===== src/rtl/countdown_ctrl.sv =====
// Two-digit BCD countdown controller: IDLE/RUN/PAUSE/DONE sequencing with registered digit, LED and status outputs.
// Optional DONE_BLINK_EN: in DONE the LED bus toggles on every tick instead of staying solid.
module countdown_ctrl #(
    parameter int unsigned INIT_TENS = 3,
    parameter int unsigned INIT_ONES = 0,
    parameter int unsigned LED_W     = 16
) (
    input  logic             clk,
    input  logic             rst_p,
    input  logic             start_pulse,
    input  logic             clear_pulse,
    input  logic             tick,
    output logic [3:0]       digit1,
    output logic [3:0]       digit0,
    output logic [LED_W-1:0] led,
    output logic             running,
    output logic             done
);

    typedef enum logic [1:0] {
        ST_IDLE  = 2'd0,
        ST_RUN   = 2'd1,
        ST_PAUSE = 2'd2,
        ST_DONE  = 2'd3
    } state_t;

    localparam logic [3:0] PRESET_TENS = INIT_TENS[3:0];
    localparam logic [3:0] PRESET_ONES = INIT_ONES[3:0];
    localparam logic       PRESET_ZERO = (INIT_TENS == 0) && (INIT_ONES == 0);

    if ((INIT_TENS > 9) || (INIT_ONES > 9)) begin : g_bad_preset
        $error("countdown_ctrl: INIT_TENS/INIT_ONES must each be a BCD digit (0..9)");
    end

    // Decrement a two-digit BCD value by one second, saturating at 00.
    function automatic logic [7:0] bcd_dec(input logic [3:0] tens, input logic [3:0] ones);
        logic [7:0] res;
        if ((tens == 4'd0) && (ones == 4'd0)) begin
            res = 8'h00;
        end else if (ones != 4'd0) begin
            res = {tens, ones - 4'd1};
        end else begin
            res = {tens - 4'd1, 4'd9};
        end
        return res;
    endfunction

    state_t           state_r;
    state_t           next_state_s;
    logic [3:0]       digit1_r, digit0_r, digit1_s, digit0_s;
    logic [LED_W-1:0] led_r, led_s;
    logic             running_r, done_r, running_s, done_s;
    logic             last_sec_s;
    logic [7:0]       dec_s;

    assign last_sec_s = (digit1_r == 4'd0) && (digit0_r == 4'd1);
    assign dec_s      = bcd_dec(digit1_r, digit0_r);

    // State register.
    always_ff @(posedge clk or posedge rst_p) begin
        if (rst_p) begin
            state_r <= ST_IDLE;
        end else begin
            state_r <= next_state_s;
        end
    end

    // Next-state logic; clear outranks start, start outranks tick.
    always_comb begin
        next_state_s = state_r;
        if (clear_pulse) begin
            next_state_s = ST_IDLE;
        end else begin
            case (state_r)
                ST_IDLE: begin
                    if (start_pulse) begin
                        next_state_s = PRESET_ZERO ? ST_DONE : ST_RUN;
                    end else begin
                        next_state_s = ST_IDLE;
                    end
                end
                ST_RUN: begin
                    if (start_pulse) begin
                        next_state_s = ST_PAUSE;
                    end else if (tick && last_sec_s) begin
                        next_state_s = ST_DONE;
                    end else begin
                        next_state_s = ST_RUN;
                    end
                end
                ST_PAUSE: begin
                    if (start_pulse) begin
                        next_state_s = ST_RUN;
                    end else begin
                        next_state_s = ST_PAUSE;
                    end
                end
                ST_DONE: next_state_s = ST_DONE;
                default: next_state_s = ST_IDLE;
            endcase
        end
    end

    // Next output values, computed from the upcoming state so outputs land with it.
    always_comb begin
        digit1_s  = digit1_r;
        digit0_s  = digit0_r;
        led_s     = '0;
        running_s = (next_state_s == ST_RUN);
        done_s    = (next_state_s == ST_DONE);
        if (clear_pulse) begin
            digit1_s = PRESET_TENS;
            digit0_s = PRESET_ONES;
        end else if ((state_r == ST_RUN) && !start_pulse && tick) begin
            digit1_s = dec_s[7:4];
            digit0_s = dec_s[3:0];
        end else begin
            digit1_s = digit1_r;
            digit0_s = digit0_r;
        end
        if (next_state_s != ST_DONE) begin
            led_s = '0;
        end else if (state_r != ST_DONE) begin
            led_s = '1;
        end else begin
`ifdef DONE_BLINK_EN
            led_s = tick ? ~led_r : led_r;
`else
            led_s = '1;
`endif
        end
    end

    // Output registers.
    always_ff @(posedge clk or posedge rst_p) begin
        if (rst_p) begin
            digit1_r  <= PRESET_TENS;
            digit0_r  <= PRESET_ONES;
            led_r     <= '0;
            running_r <= 1'b0;
            done_r    <= 1'b0;
        end else begin
            digit1_r  <= digit1_s;
            digit0_r  <= digit0_s;
            led_r     <= led_s;
            running_r <= running_s;
            done_r    <= done_s;
        end
    end

    assign digit1  = digit1_r;
    assign digit0  = digit0_r;
    assign led     = led_r;
    assign running = running_r;
    assign done    = done_r;

endmodule


===== config.mk =====
export PLATFORM = sky130hd
export DESIGN_NAME = countdown_ctrl
export DESIGN_NICKNAME = d
export VERILOG_FILES = /design/src/rtl/countdown_ctrl.sv
export SDC_FILE = /design/constraint.sdc
export NUM_CORES = 1
export LEC_CHECK = 0
export CORE_MARGIN = 4
export CORE_UTILIZATION = 40
export CTS_CLUSTER_SIZE = 12
export DETAILED_ROUTE_END_ITERATION = 10
export PLACE_DENSITY = 0.7
export SYNTH_ARGS = -nofsm -noshare
export SYNTH_HDL_FRONTEND = slang
export SYNTH_SLANG_ARGS = --single-unit

===== constraint.sdc =====
create_clock -name clk -period 2.45 [get_ports clk]
set_input_delay 0.49 -clock clk [delete_from_list [all_inputs] [get_ports clk]]
set_output_delay 0.49 -clock clk [all_outputs]
set_load 0.02 [all_outputs]

==> impl_metrics.yaml, run 1 <==
clock_tree:
  cts_root_buffer: "clkbuf_4"
  cts_setup_buffers: 0
  clock-sinks: 12
  cts_tree: "yes"
  ctsHoldBuffers: 0
  cts_max_path_buffers: 2
  cts_buffers: 3
  clk_latency_ns: 0.27
  cts.htree.levels: 1
  clk_pin_slew_ns: 0.08
  post_cts_resized: 0
die:
  start_util_pct: 42.9
  coreArea_mm2: 0.00198
  dieArea_mm2: 0.00293
  std_cell_rows: 16
  die_h_um: 54.1
  chipWidth_um: 54.1
  io_pins: 31
timing:
  worstMarginPinSlew_ns: 0.528
  post-route-period-util_pct: 83.0
  rsz0062_at_grt: "no"
  timing.max_slew.rel_slack_pct: 64.6
  setup_viol: 0
  timing.fmax_mhz: 492
  hold_violations: 0
  drv_slew: 0
  finalSetupTns_ns: 0
  finalClockSkew_ns: 0.00420
  period_minus_slack_ns: 2.03
global_routing:
  use_met3_pct: 1.94
  antenna_found_initial: 0
  grt_pass1_vias: 612
  grt_max_degree: 18
  met2_usage_pct: 20.8
  busiest_layer: "met2"
  grt_use_total_pct: 13.6
  met1_usage_pct: 17.8
  overflow: 0
  grt_pass1_wl_um: 2810
synth:
  syn-num-nets: 98
  synth_top_area_share_pct: 29.5
  synth.avg_cell_area_um2: 9.65
  syn_area_um2: 850
  synthArstFlopShare_pct: 100
  synthTopCellsByCount: "buf_4, dfrtp_1, inv_1"
  synth-edff-count: 0
  yosysWarnings: 0
  yosysMostFrequentCell: "buf_4"
  synthTopCellsByArea: "dfrtp_1, buf_4, ha_1, dfstp_2, nor3_1"
  yosysUniqueCellTypes: 35
  synthFlopType: "dfrtp_1"
  synth_cells: 88
  ys_ff_latch: 12
  seq_area_frac_synth_pct: 35.6
  yosys.area.top_type: "dfrtp_1"
setup_path:
  slowest_delay_ns: 0.69
  crit_fanout: 17
  cp_cell_sequence: "clkdlybuf4s50_1"
  start_kind: "flop"
  crit_family: "buffers and inverters"
  crit_required_ns: 1.96
  arrival_ns: 1.54
  cp-end-kind: "primary output"
  worst_path_max_delay_cell: "clkdlybuf4s50_1"
  critical_path_depth: 1
  rr_worst_depth: 5
  path_class: "flop to primary output"
  worst-path-buf-inv: 1
finish:
  finalNetCount: 115
  post-route-cell-area_mm2: 0.00108
  n_antenna_cell: 0
  area_delta_synth_final_pct: 26.8
  drive_above_1_share_pct: 14.4
flow_run:
  drv_cap: 0
status:
  status: "finished, final reports clean"
pwr:
  leakagePower_nw: 0.461
  p_per_area_mw_per_mm2: 385
  ir_drop_mv: 0.265
route:
  drt_first_pass_iters: 3
  wl_per_cell_um: 13.0
  drc_errors: 0
  wirelength_um: 1700
  drtIter0Drc: 13
  via_count: 661
  viasPerCell: 5.05
  final_antenna_net_count: 0
placement:
  gp_congestion: 0.684
  dpl.hpwl_um: 1270
  port_buffers: 30
  place_area_mm2: 0.00105
min_path:
  worstHoldPathType: "primary input to asynchronous set/reset pin"
[report_power, final]
group / switching (mW) / internal [mW]
Sequential: 0.00710 / 0.206
Clock: 0.0655 / 0.0630
Combinational: 0.0390 / 0.0341
[final cells by class]
type | count | area (um^2)
fill | 172 | 905
clock buffer | 4 | 26.3
sequential | 12 | 303
inverter | 9 | 33.8
timing repair buffer | 31 | 308
multi-input combinational | 48 | 373
tap | 27 | 33.8
[layer usage]
| layer | vias up | routed length [um] |
|---|---|---|
| met4 | 0 | 37 |
| met3 | 4 | 138 |
| met5 | - | 0 |
| li1 | 323 | - |
| met1 | 306 | 766 |
| met2 | 28 | 755 |
[stage by stage]
stage                     worst slack, ns  hold WS (ns)  cells  total power [mW]  utilization (%)
after global placement              0.253         0.551    127             0.289             53.0
after floorplan                     0.588         0.353     88             0.265                -
final                               0.415         0.525    131             0.414             54.4
after CTS                           0.383         0.547    131             0.420             54.4
after global routing                0.300         0.562    131             0.439             54.4
after detailed placement            0.178         0.559    127             0.290             53.0
[registers in the layout (all words and copies together), names as in the netlist]
signal / flops
digit0: 4
running: 1
digit1: 4
state_r: 2
led: 1
[worst paths after layout]
check	startpoint	to	slack (ns)
hold reg to reg	digit0[1]	digit0[1]	0.57
max in group asynchronous	rst_p	digit1[0]	1.57
setup / recovery	led[14]	led[6]	0.42
hold / removal	rst_p	running	0.53
setup reg to reg	digit0[0]	digit1[3]	0.54
min in group clk	digit0[1]	digit0[1]	0.57
[cell usage in the layout (no fill, tap or decap), drive strengths merged]
cell,count
a211o,2
o21ba,1
nand2,1
or2,2
ha,5
o31ai,1
inv,9
a31oi,1
and2b,1
and2,1
dfrtp,10
a21oi,3
nand3b,1
o32a,1
and4bb,1
mux2,2
buf,1
a211oi,2
o21ai,2
or4b,1
nor4,2
nor3,7
or3b,2
nor3b,1
o22ai,1
nor2,1
nand4bb,1
a2111oi,1
dfstp,2
clkdlybuf4s50,30
nor2b,2
or3,2
clkbuf,4
[cells by family (layout without fill, tap and decap cells)]
family,after synthesis,count (layout),share of synthesized area [%]
AND/OR/NAND/NOR,26,26,21.2
adder cells (fa/ha/maj),5,5,7.36
multiplexers,2,2,2.65
flip-flops,12,12,35.6
buffers and inverters,28,44,20.5
AO/OA/AOI/OAI,15,15,12.7
(Power assumes the default switching activity.)
==> run 2: changes to the inputs <==
- clock period: 2.45 -> 2 ns (I/O delays scaled with it)
==> impl_metrics.yaml, run 2 (synthesized netlist as in run 1, its figures left out) <==
global_routing:
  antenna_found_initial: 0
  grt_pass1_vias: 618
  grt_max_degree: 18
  grt_pass1_wl_um: 2770
  overflow: 0
  grt_use_total_pct: 13.2
setup_path:
  cp-end-kind: "primary output"
  path_class: "flop to primary output"
  worst-path-buf-inv: 1
  crit_fanout: 5
  crit_required_ns: 1.60
  crit_start: "digit1[0]"
  arrival_ns: 1.45
  cp_cell_sequence: "clkdlybuf4s50_1"
  worst_path_max_delay_cell: "clkdlybuf4s50_1"
  r2r-start: "digit0[1]"
  start_kind: "flop"
  slowest_delay_ns: 0.61
  crit_family: "buffers and inverters"
timing:
  hold_violations: 0
  finalSetupTns_ns: 0
  drv_slew: 0
  setup_ws_ns: 0.145
  worstMarginPinSlew_ns: 0.469
  timing.fmax_mhz: 539
  post-route-period-util_pct: 92.7
  whs_ns: 0.427
  rsz0062_at_grt: "no"
  finalClockSkew_ns: 0.00676
  timing.max_slew.rel_slack_pct: 68.7
  setup_viol: 0
  period_minus_slack_ns: 1.85
clock_tree:
  cts_setup_buffers: 0
  cts_max_path_buffers: 2
  cts_buffers: 3
  cts_root_buffer: "clkbuf_4"
  clk_latency_ns: 0.28
  cts.htree.levels: 1
  clk_pin_slew_ns: 0.08
  cts_tree: "yes"
  clock-sinks: 12
pwr:
  ir_drop_mv: 0.343
  p_int_uw: 378
  p_sw_uw: 143
  p_sw_share_pct: 27.4
  clockPowerShare_pct: 31.1
  p_comb_share_pct: 19.0
  p_per_area_mw_per_mm2: 464
  leakagePower_nw: 0.489
  seqPwrFrac_pct: 50.0
status:
  status: "finished, final reports clean"
die:
  coreArea_mm2: 0.00198
  io_pins: 31
  start_util_pct: 42.9
  die_h_um: 54.1
  dieArea_mm2: 0.00293
  chipWidth_um: 54.1
  std_cell_rows: 16
placement:
  port_buffers: 30
  post-place-ws_ns: 0.147
  dpl.hpwl_um: 1290
  gp_congestion: 0.741
finish:
  layout_common_cells: "clkdlybuf4s50_1, inv_1, dfrtp_1"
  n_antenna_cell: 0
  area_delta_synth_final_pct: 32.3
  finalNetCount: 121
  mostFrequentLayoutCell: "clkdlybuf4s50_1"
  drive_above_1_share_pct: 20.0
route:
  viasPerCell: 5.09
  wl_per_cell_um: 12.4
  drtIter0Drc: 9
  drc_errors: 0
  via_count: 697
  final_antenna_net_count: 0
  wirelength_um: 1700
  drt_first_pass_iters: 4
flow_run:
  drv_cap: 0
min_path:
  worstHoldPathType: "primary input to asynchronous set/reset pin"
[run 2: cell count changes in the layout (fill, tap and decap cells not counted)]
cell,previous run,this run
buf_4,1,7
dfrtp_1,10,9
dfrtp_2,0,1
[run 2: layout make-up]
type | instances | area, um^2
Fill cell | 169 | 858
Multi-Input combinational cell | 48 | 373
Timing Repair Buffer | 37 | 353
Sequential cell | 12 | 304
Inverter | 9 | 33.8
Tap cell | 27 | 33.8
Clock buffer | 4 | 26.3
[run 2: final timing paths]
| path | cells after the start | slack (ns) | end |
|---|---|---|---|
| min reg2reg | 2 | 0.56 | digit0[1] |
| max in group asynchronous | 2 | 1.22 | digit1[1] |
| min in group clk | 2 | 0.56 | digit0[1] |
| max | 1 | 0.15 | digit1[0] |
| max reg2reg | 5 | 0.16 | digit1[2] |
| min | 2 | 0.43 | running |
[run 2: worst reg2reg max path, delay by kind of cell (launching register included)]
| kind | cells | cell delay, ns |
|---|---|---|
| buffers and inverters | 1 | 0.10 |
| and+or+nand+nor | 2 | 0.70 |
| muxes | 1 | 0.35 |
| DFF | 1 | 0.41 |
| adders and majority gates | 1 | 0.18 |
[run 2: per-stage QoR]
stage | util, % | cell area (um^2) | total power [mW] | instances
2_1_floorplan | - | 850 | 0.325 | 88
3_3_place_gp | 55.3 | 1100 | 0.363 | 133
4_1_cts | 56.6 | 1120 | 0.523 | 137
5_1_grt | 56.7 | 1120 | 0.543 | 137
3_5_place_dp | 55.3 | 1100 | 0.364 | 133
6_report | 56.7 | 1120 | 0.521 | 137
[run 2: metal layers]
layer  global-route usage (%)  vias up  routed length, um
met5                        0        -                  0
met4                     7.47        0                 36
met3                     2.22        5                141
met2                     21.8       33                757
met1                     16.1      325                763
li1                         -      334                  -
[run 2: power groups by stage]
stage / Combinational, mW / Sequential (mW) / Clock (mW)
after floorplan: 0.0538 / 0.271 / 0
after CTS: 0.0996 / 0.260 / 0.163
after global placement: 0.0983 / 0.264 / 0
after global routing: 0.108 / 0.262 / 0.173
final: 0.0988 / 0.260 / 0.162
after detailed placement: 0.0991 / 0.264 / 0
[run 2: timing repair]
item                       in CTS  in global routing
gates resized for setup         0                  1
hold buffers                    0                  0
setup endpoints to repair       0                 17
==> run 3: changes to the inputs <==
- CTS_BUF_LIST: not set -> sky130_fd_sc_hd__clkbuf_4 sky130_fd_sc_hd__clkbuf_8
==> impl_metrics.yaml, run 3 (synthesized netlist as in run 1, its figures left out) <==
global_routing:
  antenna_found_initial: 0
  grt_use_total_pct: 13.2
  overflow: 0
  grt_pass1_wl_um: 2770
  grt_pass1_vias: 618
  grt_max_degree: 18
setup_path:
  r2r-start: "digit0[1]"
  regToRegSetupSlack_ns: 0.16
  worst-path-buf-inv: 1
  critical_path_depth: 1
  crit_start: "digit1[0]"
  crit_family: "buffers and inverters"
  rr_worst_depth: 5
  cp_cell_sequence: "clkdlybuf4s50_1"
  start_kind: "flop"
  crit_end: "digit1[0]"
  crit_fanout: 5
  path_class: "flop to primary output"
  arrival_ns: 1.45
  crit_required_ns: 1.60
  r2r-end: "digit1[2]"
  cp-end-kind: "primary output"
  worst_path_max_delay_cell: "clkdlybuf4s50_1"
  slowest_delay_ns: 0.61
min_path:
  worstHoldPathType: "primary input to asynchronous set/reset pin"
timing:
  period_minus_slack_ns: 1.85
  hold_violations: 0
  rsz0062_at_grt: "no"
  post-route-period-util_pct: 92.7
  drv_slew: 0
  worstMarginPinSlew_ns: 0.469
  finalClockSkew_ns: 0.00702
  timing.max_slew.rel_slack_pct: 68.7
  finalSetupTns_ns: 0
  setup_viol: 0
  timing.fmax_mhz: 539
finish:
  finalNetCount: 121
  n_antenna_cell: 0
  drive_above_1_share_pct: 20.9
  multiInputGateArea_um2: 373
  register_area_um2: 304
  post-route-cell-area_mm2: 0.00113
  mostFrequentLayoutCell: "clkdlybuf4s50_1"
  layout_common_cells: "clkdlybuf4s50_1, inv_1, dfrtp_1"
  layout.cells.non_filler: 137
  area_delta_synth_final_pct: 32.7
  nFillCells: 169
clock_tree:
  clock-sinks: 12
  clk_latency_ns: 0.28
  cts_tree: "yes"
  ctsHoldBuffers: 0
  cts_root_buffer: "clkbuf_4"
  cts.htree.levels: 1
  clk_pin_slew_ns: 0.08
  cts_buffers: 3
  cts_max_path_buffers: 2
route:
  met2WireLength_um: 757
  final_antenna_net_count: 0
  drt_first_pass_iters: 4
  wl_met3_um: 141
  highest_layer: "met4"
  wl_met1_um: 764
  via_count: 697
  drtIter0Drc: 9
  wirelength_um: 1700
  drc_errors: 0
  viasPerCell: 5.09
  wl_per_cell_um: 12.4
pwr:
  clockPowerShare_pct: 32.8
  p_sw_uw: 143
  ir_drop_mv: 0.375
  p_per_area_mw_per_mm2: 474
  p_sw_share_pct: 26.7
  leakagePower_nw: 0.492
  p_comb_share_pct: 18.5
  seqPwrFrac_pct: 48.7
  p_int_uw: 392
die:
  dieArea_mm2: 0.00293
  std_cell_rows: 16
  io_pins: 31
  start_util_pct: 42.9
  die_h_um: 54.1
  coreArea_mm2: 0.00198
  chipWidth_um: 54.1
placement:
  dpl.hpwl_um: 1290
  gp_congestion: 0.741
  port_buffers: 30
  dp.cells: 133
  place_area_mm2: 0.00110
status:
  status: "finished, final reports clean"
flow_run:
  drv_cap: 0
[run 3: cell counts in the layout (fill, tap and decap cells not counted)]
Identical to the previous run, type by type.
[run 3: stage by stage]
| stage | utilization [%] | hold WS, ns | setup slack [ns] | power, mW |
|---|---|---|---|---|
| 3_3_place_gp | 55.3 | 0.550 | 0.163 | 0.363 |
| 2_1_floorplan | - | 0.263 | 0.138 | 0.325 |
| 5_1_grt | 56.9 | 0.476 | 0.0249 | 0.556 |
| 3_5_place_dp | 55.3 | 0.550 | 0.147 | 0.364 |
| 4_1_cts | 56.8 | 0.452 | 0.00875 | 0.537 |
| 6_report | 56.9 | 0.427 | 0.145 | 0.535 |
[run 3: routing by layer]
| layer | vias up | track usage, % |
|---|---|---|
| li1 | 334 | - |
| met1 | 325 | 16.1 |
| met2 | 33 | 21.8 |
| met5 | - | 0 |
| met4 | 0 | 7.47 |
| met3 | 5 | 2.22 |
[run 3: worst min-delay path by stage]
| stage | cells past startpoint | endpoint | startpoint |
|---|---|---|---|
| after global routing | 2 | running | rst_p |
| after global placement | 2 | digit0[1] | digit0[1] |
| after detailed placement | 2 | digit0[1] | digit0[1] |
| after floorplan | 1 | digit0[0] | rst_p |
| after CTS | 2 | digit1[2] | rst_p |
| final | 2 | running | rst_p |
[run 3: power groups by stage]
stage	registers, mW	clock network, mW	logic, mW
2_1_floorplan	0.271	0	0.0538
3_3_place_gp	0.264	0	0.0983
3_5_place_dp	0.264	0	0.0991
4_1_cts	0.260	0.177	0.0996
5_1_grt	0.262	0.187	0.108
6_report	0.260	0.176	0.0988
[run 3: layout make-up]
| cell class | count | share of cell area (%) |
|---|---|---|
| Inverter | 9 | 3.00 |
| Clock buffer | 4 | 2.66 |
| Timing Repair Buffer | 37 | 31.3 |
| Sequential cell | 12 | 27.0 |
| Multi-Input combinational cell | 48 | 33.1 |
| Tap cell | 27 | 3.00 |
[run 3: worst reg2reg max path, delay by kind of cell, from the launching register on]
family | cells | cell delay (ns)
mux | 1 | 0.35
simple gates | 2 | 0.70
buf+inv | 1 | 0.10
flops | 1 | 0.41
fa+ha+maj | 1 | 0.18
[run 3: timing repair]
| item | in CTS | in global routing |
|---|---|---|
| endpoints found under the setup margin | 0 | 17 |
| resized for setup | 0 | 1 |
| buffers inserted | 0 | 0 |
